$ cat src/rtl/div_unit.sv
// div_unit: iterative radix-2 restoring divider for DIV/DIVU/REM/REMU.
// Accepts one operation at a time, iterates WIDTH cycles, and returns a
// one-cycle done pulse with the selected quotient or remainder.
//   clk, rst_n         clock, asynchronous active-low reset
//   div_inst, divsel   request and operation select (001 div, 010 divu, 011 rem, 100 remu)
//   flush              cancels a pending or in-flight operation
//   dividend, divisor  rs1 / rs2 operands
//   busy               stall request to hazard logic (includes the accept cycle)
//   done               one-cycle completion pulse
//   result             quotient or remainder, held until the next done
module div_unit #(
    parameter int unsigned WIDTH = 32
) (
    input  logic             clk,
    input  logic             rst_n,
    input  logic             div_inst,
    input  logic [2:0]       divsel,
    input  logic             flush,
    input  logic [WIDTH-1:0] dividend,
    input  logic [WIDTH-1:0] divisor,
    output logic             busy,
    output logic             done,
    output logic [WIDTH-1:0] result
);

    localparam int unsigned      CW        = $clog2(WIDTH) + 1;
    localparam logic [WIDTH-1:0] MIN_NEG   = {1'b1, {(WIDTH-1){1'b0}}};
    localparam logic [CW-1:0]    LAST_ITER = CW'(WIDTH - 1);

    typedef enum logic [1:0] {
        ST_IDLE = 2'd0,
        ST_BUSY = 2'd1,
        ST_DONE = 2'd2
    } state_t;

    state_t           state;
    logic [WIDTH-1:0] quo_q;
    logic [WIDTH-1:0] rem_q;
    logic [WIDTH-1:0] dvs_q;
    logic [CW-1:0]    cnt_q;
    logic             is_rem_q;
    logic             neg_q_q;
    logic             neg_r_q;
    logic             done_q;

    logic             op_valid_c;
    logic             accept_c;
    logic             is_signed_c;
    logic             is_rem_c;
    logic             dvd_neg_c;
    logic             dvs_neg_c;
    logic             div_zero_c;
    logic             ovf_c;
    logic [WIDTH-1:0] dvd_abs_c;
    logic [WIDTH-1:0] dvs_abs_c;
    logic [WIDTH-1:0] fast_q_c;
    logic [WIDTH-1:0] fast_r_c;

    // Request decode, operand magnitudes and fast-path results
    always_comb begin
        op_valid_c  = (divsel >= 3'b001) && (divsel <= 3'b100);
        accept_c    = (state == ST_IDLE) && div_inst && op_valid_c && !flush;
        is_signed_c = (divsel == 3'b001) || (divsel == 3'b011);
        is_rem_c    = (divsel == 3'b011) || (divsel == 3'b100);
        dvd_neg_c   = is_signed_c && dividend[WIDTH-1];
        dvs_neg_c   = is_signed_c && divisor[WIDTH-1];
        dvd_abs_c   = dvd_neg_c ? (~dividend + WIDTH'(1)) : dividend;
        dvs_abs_c   = dvs_neg_c ? (~divisor + WIDTH'(1)) : divisor;
        div_zero_c  = (divisor == '0);
        ovf_c       = is_signed_c && (dividend == MIN_NEG) && (divisor == '1);
        // Divide-by-zero: q = all ones, r = raw dividend. Overflow: q = MIN_NEG, r = 0.
        fast_q_c    = div_zero_c ? '1 : MIN_NEG;
        fast_r_c    = div_zero_c ? dividend : '0;
    end

    logic [WIDTH:0]   rem_shift_c;
    logic [WIDTH:0]   rem_diff_c;
    logic             ge_c;
    logic [WIDTH-1:0] rem_next_c;
    logic [WIDTH-1:0] quo_next_c;
    logic [WIDTH-1:0] q_fix_c;
    logic [WIDTH-1:0] r_fix_c;

    // One restoring shift-subtract step plus the final sign fixup
    always_comb begin
        rem_shift_c = {rem_q, quo_q[WIDTH-1]};
        rem_diff_c  = rem_shift_c - {1'b0, dvs_q};
        // rem_q < dvs_q always holds, so the borrow bit alone tells rem_shift >= divisor
        ge_c        = !rem_diff_c[WIDTH];
        rem_next_c  = ge_c ? rem_diff_c[WIDTH-1:0] : rem_shift_c[WIDTH-1:0];
        quo_next_c  = {quo_q[WIDTH-2:0], ge_c};
        q_fix_c     = (neg_q_q && !is_rem_q) ? (~quo_next_c + WIDTH'(1)) : quo_next_c;
        r_fix_c     = (neg_r_q && is_rem_q) ? (~rem_next_c + WIDTH'(1)) : rem_next_c;
    end

    // busy covers the request cycle so the stage holds before the operation starts
    assign busy = (state == ST_BUSY) || accept_c;
    assign done = done_q && !flush;

    // Control FSM and datapath registers
    always_ff @(posedge clk or negedge rst_n) begin
        if (!rst_n) begin
            state    <= ST_IDLE;
            quo_q    <= '0;
            rem_q    <= '0;
            dvs_q    <= '0;
            cnt_q    <= '0;
            is_rem_q <= 1'b0;
            neg_q_q  <= 1'b0;
            neg_r_q  <= 1'b0;
            done_q   <= 1'b0;
            result   <= '0;
        end else begin
            done_q <= 1'b0;
            case (state)
                ST_IDLE: begin
                    if (accept_c) begin
                        is_rem_q <= is_rem_c;
                        neg_q_q  <= dvd_neg_c ^ dvs_neg_c;
                        neg_r_q  <= dvd_neg_c;
                        cnt_q    <= '0;
                        if (div_zero_c || ovf_c) begin
                            result <= is_rem_c ? fast_r_c : fast_q_c;
                            done_q <= 1'b1;
                            state  <= ST_DONE;
                        end else begin
                            quo_q <= dvd_abs_c;
                            rem_q <= '0;
                            dvs_q <= dvs_abs_c;
                            state <= ST_BUSY;
                        end
                    end
                end
                ST_BUSY: begin
                    if (flush) begin
                        state <= ST_IDLE;
                    end else begin
                        quo_q <= quo_next_c;
                        rem_q <= rem_next_c;
                        cnt_q <= cnt_q + CW'(1);
                        if (cnt_q == LAST_ITER) begin
                            result <= is_rem_q ? r_fix_c : q_fix_c;
                            done_q <= 1'b1;
                            state  <= ST_DONE;
                        end
                    end
                end
                ST_DONE: begin
                    state <= ST_IDLE;
                end
                default: begin
                    state <= ST_IDLE;
                end
            endcase
        end
    end

endmodule

$ cat config.mk
export PLATFORM = sky130hd
export DESIGN_NAME = div_unit
export DESIGN_NICKNAME = d
export VERILOG_FILES = /design/src/rtl/div_unit.sv
export SDC_FILE = /design/constraint.sdc
export NUM_CORES = 1
export LEC_CHECK = 0
export CORE_MARGIN = 2
export CORE_UTILIZATION = 55
export CTS_CLUSTER_SIZE = 10
export DETAILED_ROUTE_END_ITERATION = 12
export PLACE_DENSITY = 0.8
export SLEW_MARGIN = 10
export SYNTH_ARGS = -nofsm -noshare
export SYNTH_HDL_FRONTEND = slang
export SYNTH_SLANG_ARGS = --single-unit
$ cat constraint.sdc
create_clock -name clk -period 10.86 [get_ports clk]
set_input_delay 1.629 -clock clk [delete_from_list [all_inputs] [get_ports clk]]
set_output_delay 1.629 -clock clk [all_outputs]
set_load 0.01 [all_outputs]
=== Yosys cells after proc, flatten, opt, wreduce, memory -nomap -nowiden ===
Index checks and enable logic that the tools add are counted.

* Muxes and demuxes: 35
* Order comparisons: 2
* Add/sub/neg operators: 6
* Equality and inequality tests: 13
* Divide/modulo/power cells: 0
* Multiply operators: 0
* Reduce and logical (&&, ||, !) cells: 27
* Bitwise gates (word level): 6
* Shifts and indexed selects: 0

{| class="wikitable"
|+ Operators with widths
! operator !! number
|-
| $mux W32 || 18
|-
| $pmux W32 S2 || 3
|-
| $add A32 B1 Y32 const B || 4
|-
| $not A32 Y32 || 4
|-
| $eq A32 B32 Y1 const B || 2
|-
| $sub A33 B32 Y33 || 1
|-
| $logic_not A32 Y1 || 1
|-
| $mux W31 || 1
|-
| $mux W6 || 2
|-
| $pmux W6 S2 || 1
|-
| $logic_and A1 B1 Y1 || 11
|-
| $mux W2 || 4
|-
| $add A6 B1 Y6 const B || 1
|-
| $eq A6 B5 Y1 const B || 1
|-
| $ne A2 B2 Y1 const B || 3
|-
| $reduce_and A3 Y1 || 2
|-
| $reduce_and A5 Y1 || 1
|-
| $logic_or A1 B1 Y1 || 4
|-
| $mux W1 || 4
|-
| $ne A2 B1 Y1 const B || 2
|-
| $pmux W2 S2 || 1
|-
| $reduce_and A2 Y1 || 2
|-
| $reduce_and A4 Y1 || 1
|-
| $eq A3 B1 Y1 const B || 1
|-
| 12 further kinds || 14
|}

* Logic and storage cells: 99
* Flip-flop bits (word level): 140
* Memories: 0
* Memory bits (writable): 0
* Memory bits (read-only): 0
* Input port bits: 71
* Latch bits: 0
* Output and inout port bits: 34

=== Depth between registers and ports, before layout ===
* Depth in word-level cells: 9
* Depth in mapped cells: 24
* Mapped depth without buffers: 23

=== Least setup slack after synthesis ===
No wires, ideal clock.

* Path type: flip-flop to flip-flop
* From: reg quo_q[31]
* To: reg result[20]
* Arrival: 5.094 ns
* Library setup time: 0.119 ns
* Cell stages (with the launch flop): 25
* Path buffers: 2
* Data required time: 10.741 ns
* Clock period less this slack: 5.213 ns
* Setup slack: 5.647 ns
* Cell sequence: dfrtp_1 inv_1 ha_1 fa_1 nand2b_1 a211oi_2 o21ai_2 a211oi_4 o21a_2 nor2_8 inv_2 buf_6 buf_2 nor2_1 a21oi_1 ha_1 inv_1 or4_1 or4_1 a21oi_1 a41oi_2 o31ai_1 xnor2_1 o2111ai_1 o21a_1

* Longest elaborated chain between the ends: 9
* Elaborated cells between the ends (all ways): 13
* Those cells by class: add/sub (3); mux (7); bitwise (2); reduce/logical (1)

{| class="wikitable"
|+ Ends and longest elaborated chain
! element !! RTL line !! RTL
|-
| from (decl) || 37 || <nowiki>logic [WIDTH-1:0] quo_q;</nowiki>
|-
| from (signal assigned) || 127 || <nowiki>quo_q <= dvd_abs_c;</nowiki>
|-
| from (signal assigned) || 138 || <nowiki>quo_q <= quo_next_c;</nowiki>
|-
| $sub A33 B32 Y33 || 87 || <nowiki>rem_diff_c = rem_shift_c - {1'b0, dvs_q};</nowiki>
|-
| $mux W32 or $logic_not A1 Y1 (tied branches) || 90, 89 ||
|-
| $not A32 Y32, on equally long branches || 93, 92 ||
|-
| $add A32 B1 Y32, on equally long branches || 93, 92 ||
|-
| $mux W32, on equally long branches || 93, 92 ||
|-
| $mux W32 * || 142 || <nowiki>result <= is_rem_q ? r_fix_c : q_fix_c;</nowiki>
|-
| $mux W32 * || 141 || <nowiki>if (cnt_q == LAST_ITER) begin</nowiki>
|-
| $mux W32 * || 135 || <nowiki>if (flush) begin</nowiki>
|-
| $pmux W32 S2 * || 115 || <nowiki>case (state)</nowiki>
|-
| to (signal assigned) || 123 || <nowiki>result <= is_rem_c ? fast_r_c : fast_q_c;</nowiki>
|-
| to (signal assigned) || 142 ||
|-
| to (decl) || 23 || <nowiki>output logic [WIDTH-1:0] result</nowiki>
|}

Every way passes the cells marked *; elsewhere a longest branch is shown, timed or not. The select of a mux whose other input is x is not followed.
A chain may end at the register's enable or synchronous reset.

=== Worst setup path after layout ===
Same ends and word-level chain as after synthesis.

==> flow_summary.yaml <==
outcome:
  outcome: "complete, no violations"
global_routing:
  gr-total-overflow: 0
  grt_use_total_pct: 31.6
  grt_max_degree: 77
  grt_first_pass_wirelength_mm: 59.6
  grt_pass1_vias: 11300
  antenna_found_initial: 0
layout:
  multi_input_area_sq_um: 7970
  insertedDiodeCount: 0
  syn2layout_area_growth_pct: 13.9
  ff_latch_area_sq_um: 3500
  nets: 1708
  fillers: 1909
  fin_area_sq_um: 13800
  drive_above_1_share_pct: 5.52
clock_tree:
  cts_buffers: 17
  cts_hold_buffers: 0
  cts_tree: "yes"
  clk_pin_slew_ns: 0.07
  clock_latency_ns: 0.44
  cts.repair.resized: 0
  ctsLongestPathBuffers: 2
  numClockSinks: 140
  htree_levels: 4
  post_cts_buffers: 0
  cts_root_buf: "clkbuf_16"
route:
  vias_per_cell: 6.38
  initialDrtViolationCount: 1242
  firstDrtPassIters: 6
  post-route-drc-count: 0
  antenna_left: 0
  drt-total-wl_mm: 37.4
  avgRoutedWirePerCell_um: 19.8
  vias: 12100
timing:
  finalSetupViolCount: 0
  fin_crit_ns: 6.56
  max_freq_ghz: 0.152
  fin_ws_ns: 4.30
  holdWs_ns: 0.480
  drv_slew: 0
  slew_headroom_pct: 24.5
  finalCritPeriodShare_pct: 60.4
  finalHoldViolations: 0
  tns_ns: 0
  clock_skew_ns: 0.0161
  worst_pin_slew_ns: 1.13
  rsz0062_at_grt: "no"
setup_path:
  path_class: "reg2reg"
  arrival_ns: 6.88
  end_kind: "flip-flop"
  crit_required_ns: 11.19
  cp_max_fo: 52
  start_kind: "flip-flop"
placement:
  port_buffers: 104
  placed_area_sq_um: 13200
  hpwl_mm: 27.8
  gp_congestion: 1.02
  post-place-ws_ns: 4.37
power_and_ir_drop:
  leakage_uw: 0.00549
  powerDensity_nw_per_um2: 151
  max-vdd-ir-drop_mv: 0.106
  p_total_uw: 2090
floorplan:
  row_count: 54
  dieWidth_um: 152
  coreArea_sq_um: 21700
  ioPinCount: 105
  die_area_sq_um: 23200
  die_h_um: 152
  start_util_pct: 55.7
logic_synthesis:
  synthesis.nets: 1656
  synth_area_sq_um: 12100
  ys_seq_area_share_pct: 29.0
  synth_edf_count: 0
  avgSynthCellArea_sq_um: 7.82
  syn_inst: 1546
  async_flop_share_pct: 100
  synth_cell_types: 101
  synthFlopType: "dfrtp_1"
  ys_ff_latch: 140
  yosys_warnings: 0
worst_hold_path:
  hold_class: "reg2reg"
flow_run:
  cap_violations: 0
==> final timing paths <==
check                      startpoint    endpoint  slack (ns)  depth (start not counted)
max                         quo_q[31]  result[20]        4.30                         23
min                         result[0]   result[0]        0.48                          2
max reg2reg                 quo_q[31]  result[20]        4.30                         23
min reg2reg                 result[0]   result[0]        0.48                          2
max in group asynchronous       rst_n   quo_q[30]        8.23                          2
min in group asynchronous       rst_n    dvs_q[4]        1.19                          1
==> registers in the layout, indices dropped and copies added, names as in the netlist, 2 cells and up <==
register	flops
cnt_q	6
rem_q	32
quo_q	32
dvs_q	32
result	32
state	2
==> metrics by stage <==
step / std cells / utilization [%]
6_report: 1891 / 63.5
2_1_floorplan: 1546 / -
4_1_cts: 1891 / 63.5
3_5_place_dp: 1859 / 60.7
3_3_place_gp: 1859 / 60.7
5_1_grt: 1891 / 63.5
==> logic make-up after synthesis <==
logic type / count (synthesis) / synth area share, %
XOR/XNOR: 133 / 9.64
adder cells (fa/ha/maj): 39 / 4.10
AND/OR/NAND/NOR: 526 / 21.1
buffers and inverters: 141 / 5.22
multiplexers: 45 / 3.82
AO/OA/AOI/OAI: 522 / 27.1
flip-flops: 140 / 29.0
==> power breakdown <==
part           switching (uW)  internal [uW]  leakage, uW
Sequential               86.5            602      0.00184
Clock                     284            310     0.000285
Combinational             508            296      0.00337
==> worst max-delay path, stage by stage, from the launching register on <==
cell       delay (ns)
dfrtp_1          0.43
inv_1            0.09
ha_1             0.27
fa_1             0.41
nand2b_1         0.19
a211oi_2         0.36
o21ai_2          0.19
a211oi_4         0.35
nor3_2           0.18
nor2_8           0.74
inv_2            0.42
nand2_1          0.16
o21ai_0          0.12
inv_1            0.10
ha_1             0.19
inv_1            0.10
or4_1            0.54
or4_1            0.49
a21oi_1          0.16
a41oi_2          0.11
o31ai_1          0.38
xnor2_1          0.16
o2111ai_1        0.12
o21a_1           0.14
==> Yosys cell counts (23+ instances only) <==
cell type / count / area, sq um
dfrtp_1: 140 / 3500
nand3_1: 27 / 135
mux2i_1: 38 / 380
nor3_1: 36 / 180
nand2_1: 188 / 706
o31ai_1: 23 / 173
clkbuf_1: 51 / 191
ha_1: 38 / 475
or3_1: 23 / 144
a31oi_1: 23 / 144
inv_1: 57 / 214
xnor2_1: 70 / 613
a21oi_1: 142 / 711
nor2_1: 134 / 503
xor2_1: 63 / 552
o21ai_0: 188 / 941
==> layer usage <==
layer	part of all wire (%)	routed length, um	global-route usage (%)
met1	42	15800	43.0
met2	47	17400	51.1
met3	8.1	3020	5.69
met4	3.1	1150	10.8
met5	0	0	0
==> placed cells by master, fill, tap and decap left out, types with 36 or more instances in the layout <==
cell type          n
a21oi_1          141
clkdlybuf4s50_1  103
dfrtp_1          140
ha_1              38
inv_1             57
mux2i_1           38
nand2_1          188
nor2_1           134
nor3_1            36
o21ai_0          188
xnor2_1           70
xor2_1            63
==> final cells by class <==
| type | instances | area share (%) |
|---|---|---|
| inverter | 58 | 1.58 |
| tap | 280 | 2.54 |
| timing repair buffer | 116 | 8.22 |
| clock buffer | 17 | 3.09 |
| multi-input combinational | 1265 | 57.9 |
| sequential | 140 | 25.4 |
| clock inverter | 15 | 1.26 |
(Power assumes the default switching activity.)
